<file path="src/rtl/lcd_hex_driver.sv">
// HD44780 16x2 character-LCD driver: power-up wait, init commands, then a continuous
// two-line refresh of 17 hex nibbles snapshotted once per frame (8-bit bus mode).
module lcd_hex_driver #(
    parameter int EN_PULSE = 16,
    parameter int CMD_WAIT = 2500,
    parameter int CLR_WAIT = 100000,
    parameter int PWR_WAIT = 1000000
) (
    input  logic       LCDH_clk,
    input  logic       LCDH_rst_n,
    input  logic [3:0] LCDH_x1,
    input  logic [3:0] LCDH_x2,
    input  logic [3:0] LCDH_x3,
    input  logic [3:0] LCDH_x4,
    input  logic [3:0] LCDH_x5,
    input  logic [3:0] LCDH_x6,
    input  logic [3:0] LCDH_x7,
    input  logic [3:0] LCDH_x8,
    input  logic [3:0] LCDH_z1,
    input  logic [3:0] LCDH_z2,
    input  logic [3:0] LCDH_z3,
    input  logic [3:0] LCDH_z4,
    input  logic [3:0] LCDH_z5,
    input  logic [3:0] LCDH_z6,
    input  logic [3:0] LCDH_z7,
    input  logic [3:0] LCDH_z8,
    input  logic [3:0] LCDH_y,
    output logic [7:0] LCDH_data,
    output logic       LCDH_rs,
    output logic       LCDH_rw,
    output logic       LCDH_en,
    output logic       LCDH_on,
    output logic       LCDH_frame_done
);

    typedef enum logic [2:0] {PWRUP, INIT, SNAP, LINE1, LINE2} top_state_e;
    typedef enum logic [1:0] {SETUP, PULSE, WAIT} byte_phase_e;

    // Down-counter reload values: a load of N-1 followed by the zero cycle gives N cycles.
    // PWRUP spends its first cycle loading, hence the -2.
    localparam logic [23:0] PULSE_LOAD = 24'(EN_PULSE - 1);
    localparam logic [23:0] CMD_LOAD   = 24'(CMD_WAIT - 1);
    localparam logic [23:0] CLR_LOAD   = 24'(CLR_WAIT - 1);
    localparam logic [23:0] PWR_LOAD   = 24'(PWR_WAIT - 2);

    localparam logic [7:0] CH_SPACE = 8'h20;
    localparam logic [7:0] CH_Y     = 8'h59;
    localparam logic [7:0] CH_COLON = 8'h3A;
    localparam logic [7:0] CMD_CLR  = 8'h01;
    localparam logic [7:0] CMD_L1   = 8'h80;
    localparam logic [7:0] CMD_L2   = 8'hC0;

    top_state_e       state;
    byte_phase_e      phase;
    logic [23:0]      wait_cnt;
    logic [3:0]       col;
    logic             char_phase;   // 0 while the line-address command is in flight
    logic [3:0]       snap_y;
    logic [7:0][3:0]  snap_x;       // [0] is the leftmost digit
    logic [7:0][3:0]  snap_z;

    // Next-byte selection, consumed only when the current byte's wait expires
    top_state_e       nxt_state;
    logic [3:0]       nxt_col;
    logic             nxt_char_phase;
    logic [7:0]       nxt_data;
    logic             nxt_rs;
    logic             nxt_frame_done;
    logic [3:0]       char_col;
    logic [2:0]       digit_idx;
    logic [7:0]       line1_char;
    logic [7:0]       line2_char;
    logic             is_clear;

    function automatic logic [7:0] hex_ascii(input logic [3:0] n);
        return (n < 4'd10) ? 8'h30 + {4'h0, n} : 8'h37 + {4'h0, n};
    endfunction

    function automatic logic [7:0] init_cmd(input logic [2:0] idx);
        case (idx)
            3'd0, 3'd1: return 8'h38;   // 8-bit bus, two lines, 5x8 font
            3'd2:       return 8'h0C;   // display on, cursor off
            3'd3:       return CMD_CLR;
            default:    return 8'h06;   // entry mode: increment, no shift
        endcase
    endfunction

    assign LCDH_rw  = 1'b0;
    assign is_clear = !LCDH_rs && (LCDH_data == CMD_CLR);

    always_comb begin
        char_col  = char_phase ? col + 4'd1 : 4'd0;
        digit_idx = 3'(char_col - 4'd4);

        case (char_col)
            4'd0:                           line1_char = CH_Y;
            4'd1:                           line1_char = hex_ascii(snap_y);
            4'd2:                           line1_char = CH_COLON;
            4'd3, 4'd12, 4'd13, 4'd14, 4'd15: line1_char = CH_SPACE;
            default:                        line1_char = hex_ascii(snap_x[digit_idx]);
        endcase

        if (char_col >= 4'd4 && char_col <= 4'd11)
            line2_char = hex_ascii(snap_z[digit_idx]);
        else
            line2_char = CH_SPACE;
    end

    // NOTE: every output of a combinational block gets a default before the case,
    // otherwise the unassigned paths hold their value and infer latches.
    always_comb begin
        nxt_state      = state;
        nxt_col        = col;
        nxt_char_phase = char_phase;
        nxt_data       = LCDH_data;
        nxt_rs         = LCDH_rs;
        nxt_frame_done = 1'b0;

        case (state)
            INIT: begin
                if (col == 4'd4) begin
                    nxt_state = SNAP;
                    nxt_col   = 4'd0;
                end else begin
                    nxt_col  = col + 4'd1;
                    nxt_data = init_cmd(3'(col + 4'd1));
                    nxt_rs   = 1'b0;
                end
            end
            LINE1: begin
                if (char_phase && col == 4'd15) begin
                    nxt_state      = LINE2;
                    nxt_col        = 4'd0;
                    nxt_char_phase = 1'b0;
                    nxt_data       = CMD_L2;
                    nxt_rs         = 1'b0;
                end else begin
                    nxt_col        = char_col;
                    nxt_char_phase = 1'b1;
                    nxt_data       = line1_char;
                    nxt_rs         = 1'b1;
                end
            end
            LINE2: begin
                if (char_phase && col == 4'd15) begin
                    nxt_state      = SNAP;
                    nxt_col        = 4'd0;
                    nxt_char_phase = 1'b0;
                    nxt_frame_done = 1'b1;
                end else begin
                    nxt_col        = char_col;
                    nxt_char_phase = 1'b1;
                    nxt_data       = line2_char;
                    nxt_rs         = 1'b1;
                end
            end
            default: ;
        endcase
    end

    // NOTE: the snapshot registers are reset along with the control state, so a
    // frame can never show power-on garbage even if SNAP timing is later changed.
    always_ff @(posedge LCDH_clk or negedge LCDH_rst_n) begin
        if (!LCDH_rst_n) begin
            state           <= PWRUP;
            phase           <= SETUP;
            wait_cnt        <= '0;
            col             <= '0;
            char_phase      <= 1'b0;
            snap_y          <= '0;
            snap_x          <= '0;
            snap_z          <= '0;
            LCDH_data       <= '0;
            LCDH_rs         <= 1'b0;
            LCDH_en         <= 1'b0;
            LCDH_on         <= 1'b0;
            LCDH_frame_done <= 1'b0;
        end else begin
            LCDH_frame_done <= 1'b0;
            case (state)
                PWRUP: begin
                    // LCDH_on is still low only on the first cycle after reset
                    if (!LCDH_on) begin
                        LCDH_on  <= 1'b1;
                        wait_cnt <= PWR_LOAD;
                    end else if (wait_cnt == '0) begin
                        state     <= INIT;
                        phase     <= SETUP;
                        col       <= '0;
                        LCDH_data <= init_cmd(3'd0);
                        LCDH_rs   <= 1'b0;
                    end else begin
                        wait_cnt <= wait_cnt - 24'd1;
                    end
                end
                SNAP: begin
                    snap_y     <= LCDH_y;
                    snap_x     <= {LCDH_x8, LCDH_x7, LCDH_x6, LCDH_x5,
                                   LCDH_x4, LCDH_x3, LCDH_x2, LCDH_x1};
                    snap_z     <= {LCDH_z8, LCDH_z7, LCDH_z6, LCDH_z5,
                                   LCDH_z4, LCDH_z3, LCDH_z2, LCDH_z1};
                    state      <= LINE1;
                    phase      <= SETUP;
                    col        <= '0;
                    char_phase <= 1'b0;
                    LCDH_data  <= CMD_L1;
                    LCDH_rs    <= 1'b0;
                end
                default: begin
                    case (phase)
                        SETUP: begin
                            LCDH_en  <= 1'b1;
                            phase    <= PULSE;
                            wait_cnt <= PULSE_LOAD;
                        end
                        PULSE: begin
                            if (wait_cnt == '0) begin
                                LCDH_en  <= 1'b0;
                                phase    <= WAIT;
                                wait_cnt <= is_clear ? CLR_LOAD : CMD_LOAD;
                            end else begin
                                wait_cnt <= wait_cnt - 24'd1;
                            end
                        end
                        default: begin
                            if (wait_cnt == '0) begin
                                state           <= nxt_state;
                                phase           <= SETUP;
                                col             <= nxt_col;
                                char_phase      <= nxt_char_phase;
                                LCDH_data       <= nxt_data;
                                LCDH_rs         <= nxt_rs;
                                LCDH_frame_done <= nxt_frame_done;
                            end else begin
                                wait_cnt <= wait_cnt - 24'd1;
                            end
                        end
                    endcase
                end
            endcase
        end
    end

endmodule

</file>
<file path="config.mk">
export PLATFORM = sky130hd
export DESIGN_NAME = lcd_hex_driver
export DESIGN_NICKNAME = d
export VERILOG_FILES = /design/src/rtl/lcd_hex_driver.sv
export SDC_FILE = /design/constraint.sdc
export NUM_CORES = 1
export LEC_CHECK = 0
export CAP_MARGIN = 20
export CORE_MARGIN = 5
export CORE_UTILIZATION = 30
export CTS_CLUSTER_SIZE = 10
export DETAILED_ROUTE_END_ITERATION = 8
export DONT_BUFFER_PORTS = 1
export GPL_TIMING_DRIVEN = 0
export PLACE_DENSITY_LB_ADDON = 0.2
export SYNTH_ARGS = -nofsm -noshare
export SYNTH_HDL_FRONTEND = slang
export SYNTH_SLANG_ARGS = --single-unit
</file>
<file path="constraint.sdc">
create_clock -name LCDH_clk -period 4.5 [get_ports LCDH_clk]
set_input_delay 0.225 -clock LCDH_clk [delete_from_list [all_inputs] [get_ports LCDH_clk]]
set_output_delay 0.225 -clock LCDH_clk [all_outputs]
set_load 0.01 [all_outputs]
</file>
==> flow_metrics.tcl <==
set metrics [dict create \
    routed_wirelength_mm 22.1 \
    final_area_mm2 0.00837 \
    crit_type "flop to flop" \
    cts_buffers 17 \
    final_antenna_net_count 0 \
    row_count 54 \
    synth_top_area_cell "dfrtp_1" \
    area_growth_pct 24.2 \
    clk_path_buf_depth 2 \
    synth-seq-cells 114 \
    fin_util_pct 38.1 \
    antenna_found_initial 0 \
    fin_tns_setup_ps 0 \
    syn_area_mm2 0.00674 \
    outcome "finished clean" \
    rr_worst_depth 16 \
    final-setup-viol-count 0 \
    diodes 0 \
    grt_max_degree 115 \
    synthCells 844 \
    synth_enable_flop_cells 0 \
    grt_pass1_vias 6362 \
    clock_tree.root_cell "clkbuf_16" \
    maxSlewHeadroom_pct 41.3 \
    required_ps 4800 \
    h-tree-depth 4 \
    cellPowerDensity_mw_per_mm2 286 \
    initial_core_util_pct 30.7 \
    clock_latency_ps 430 \
    yosysTopAreaCellShare_pct 42.3 \
    syn-num-nets 926 \
    nets 1015 \
    synth-warning-count 0 \
    port_buffers 0 \
    grt_usage_pct 17.5 \
    synth_ff_type "dfrtp_1" \
    vias_per_cell 5.19 \
    clock_skew_ps 12.2 \
    dp_hpwl_mm 15.9 \
    setup.worst_path.end_class "flop" \
    period_share_pct 90.6 \
    dpl.cell_count 1124 \
    clkTransAtPathRegs_ps 60 \
    slew_viol_final 0 \
    final_cells 1226 \
    wl_met1_mm 10.6 \
    power_mw 2.40 \
    vias 6365 \
    arrival_ps 4370 \
    critical_path.startpoint_type "flop" \
    place_congestion 0.863 \
    wl_per_cell_um 18.0 \
    overflow 0 \
    min_period_ps 4080 \
    timing.fmax_mhz 245 \
    synth-seq-area-share_pct 42.3 \
    fp.dieH_um 160 \
    fp.dieArea_mm2 0.0256 \
    drive_gt1_share_pct 7.08 \
    rsz0062_at_grt "false" \
    ir_drop_mv 0.211 \
    dpl-instance-area_mm2 0.00709 \
    drtPass1Iterations 5 \
    drt_iter0_markers 430 \
    max-cap-violations 0 \
    routed-wl-met2_mm 9.82 \
    p_leak_nw 3.42 \
    maxUsedRoutingLayer "met4" \
    hold_class "input port to async pin" \
    crit_fanout 12 \
    synth.distinct_cells 73 \
    worstMarginPinSlew_ps 873 \
    cts_tree "done" \
    mostFrequentLayoutCells "262 x nand2_1, 113 x dfrtp_1, 69 x dlygate4sd3_1" \
    final_common_cell "nand2_1" \
    grt_pass1_wl_mm 35.6 \
    cts_sinks 114 \
    route.detailed.drc 0 \
    die_w_um 160 \
    synth.area.top_cells "dfrtp_1 42%, nand2_1 15%, o21ai_0 4.4%" \
    ios 83 \
    coreArea_mm2 0.0220 \
    dr_wl_met3_mm 1.39 \
    async_flop_share_pct 100 \
    finalHoldViolations 0 \
    avgSynthCellArea_um2 7.99 \
]
synth_stat cells, types with 4 or more instances:
cell,instances
o21ai_0,59
clkbuf_1,40
dfrtp_1,114
o22a_1,4
nor2_1,58
ha_1,12
o31ai_1,10
inv_1,15
and2_1,8
o221ai_1,5
a31oi_1,8
nor3_1,22
xnor2_1,8
o22ai_1,8
nand2_1,262
nor2b_1,13
a211oi_1,8
and3_1,7
nor3b_1,4
or3_1,8
a21oi_1,39
mux2i_1,6
buf_2,6
a221oi_1,5
nor4_1,5
a21o_1,8
o21ai_1,7
nand2b_1,9
xor2_1,5
nand3_1,15
or2_2,4
sequential cells by signal, indices dropped and copies added, names as in the netlist:
name,count
char_phase,1
phase,2
LCDH_rs,1
snap_z,32
LCDH_data,8
LCDH_en,1
state,3
snap_x,32
col,4
LCDH_frame_done,1
wait_cnt,24
snap_y,4
LCDH_on,1
final timing paths:
kind	start	to	slack [ps]
max	col[0]	LCDH_data[2]	420
min	LCDH_rst_n	LCDH_frame_done	400
max reg2reg	col[0]	LCDH_data[2]	420
min reg2reg	snap_x[13]	snap_x[13]	460
max in group asynchronous	LCDH_rst_n	col[0]	3510
min in group LCDH_clk	LCDH_x7[2]	snap_x[26]	440
critical path, stage by stage, from the launching register on:
cell	delay, ps
dfrtp_2	510
inv_2	100
clkbuf_2	270
ha_1	360
buf_2	230
buf_2	290
buf_2	300
and3_1	200
a31o_2	100
a31oi_1	50
o221ai_1	230
o21ai_0	200
ha_1	240
nand2_1	60
mux2_2	340
a221oi_1	360
o21ai_1	110
what timing repair did:
| action | in CTS | in global routing |
|---|---|---|
| hold buffers | 70 | 0 |
| endpoints found under the hold margin | 182 | 0 |
| setup endpoints to repair | 0 | 6 |
| resized for setup | 0 | 3 |
| setup buffers | 0 | 0 |
power by group:
| part | internal [mW] | switching, mW | total, mW |
|---|---|---|---|
| Sequential | 1.03 | 0 | 1.03 |
| Clock | 0.736 | 0.563 | 1.30 |
| Combinational | 0.0435 | 0.0309 | 0.0744 |
area by class of cell:
cell class | count | area [um2]
Timing Repair Buffer | 70 | 718
Multi-Input combinational cell | 664 | 3610
Buffer | 50 | 219
Tap cell | 280 | 350
Fill cell | 2265 | 13600
Clock inverter | 14 | 120
Clock buffer | 18 | 439
Inverter | 16 | 60.1
Sequential cell | 114 | 2850
cell families after synthesis:
family,Yosys count,share of synthesized area [%]
buf+inv,66,4.12
flops,114,42.3
xor+xnor,14,1.93
simple gates,435,28.5
fa+ha+maj,12,2.23
compound gates,191,18.6
other cells,1,0.0556
mux,11,2.28
stage by stage:
stage,hold slack [ps],setup WS (ps)
global placement,-60.1,119
finish,399,424
floorplan,-70.6,1090
global route,436,79.0
detailed placement,-60.5,118
CTS,427,100
metal layers:
| layer | vias up | track usage [%] |
|---|---|---|
| met5 | - | 0 |
| li1 | 3094 | - |
| met3 | 26 | 4.15 |
| met4 | 0 | 5.01 |
| met1 | 3036 | 24.9 |
| met2 | 209 | 26.7 |
Power figures use the tool's default switching activity.
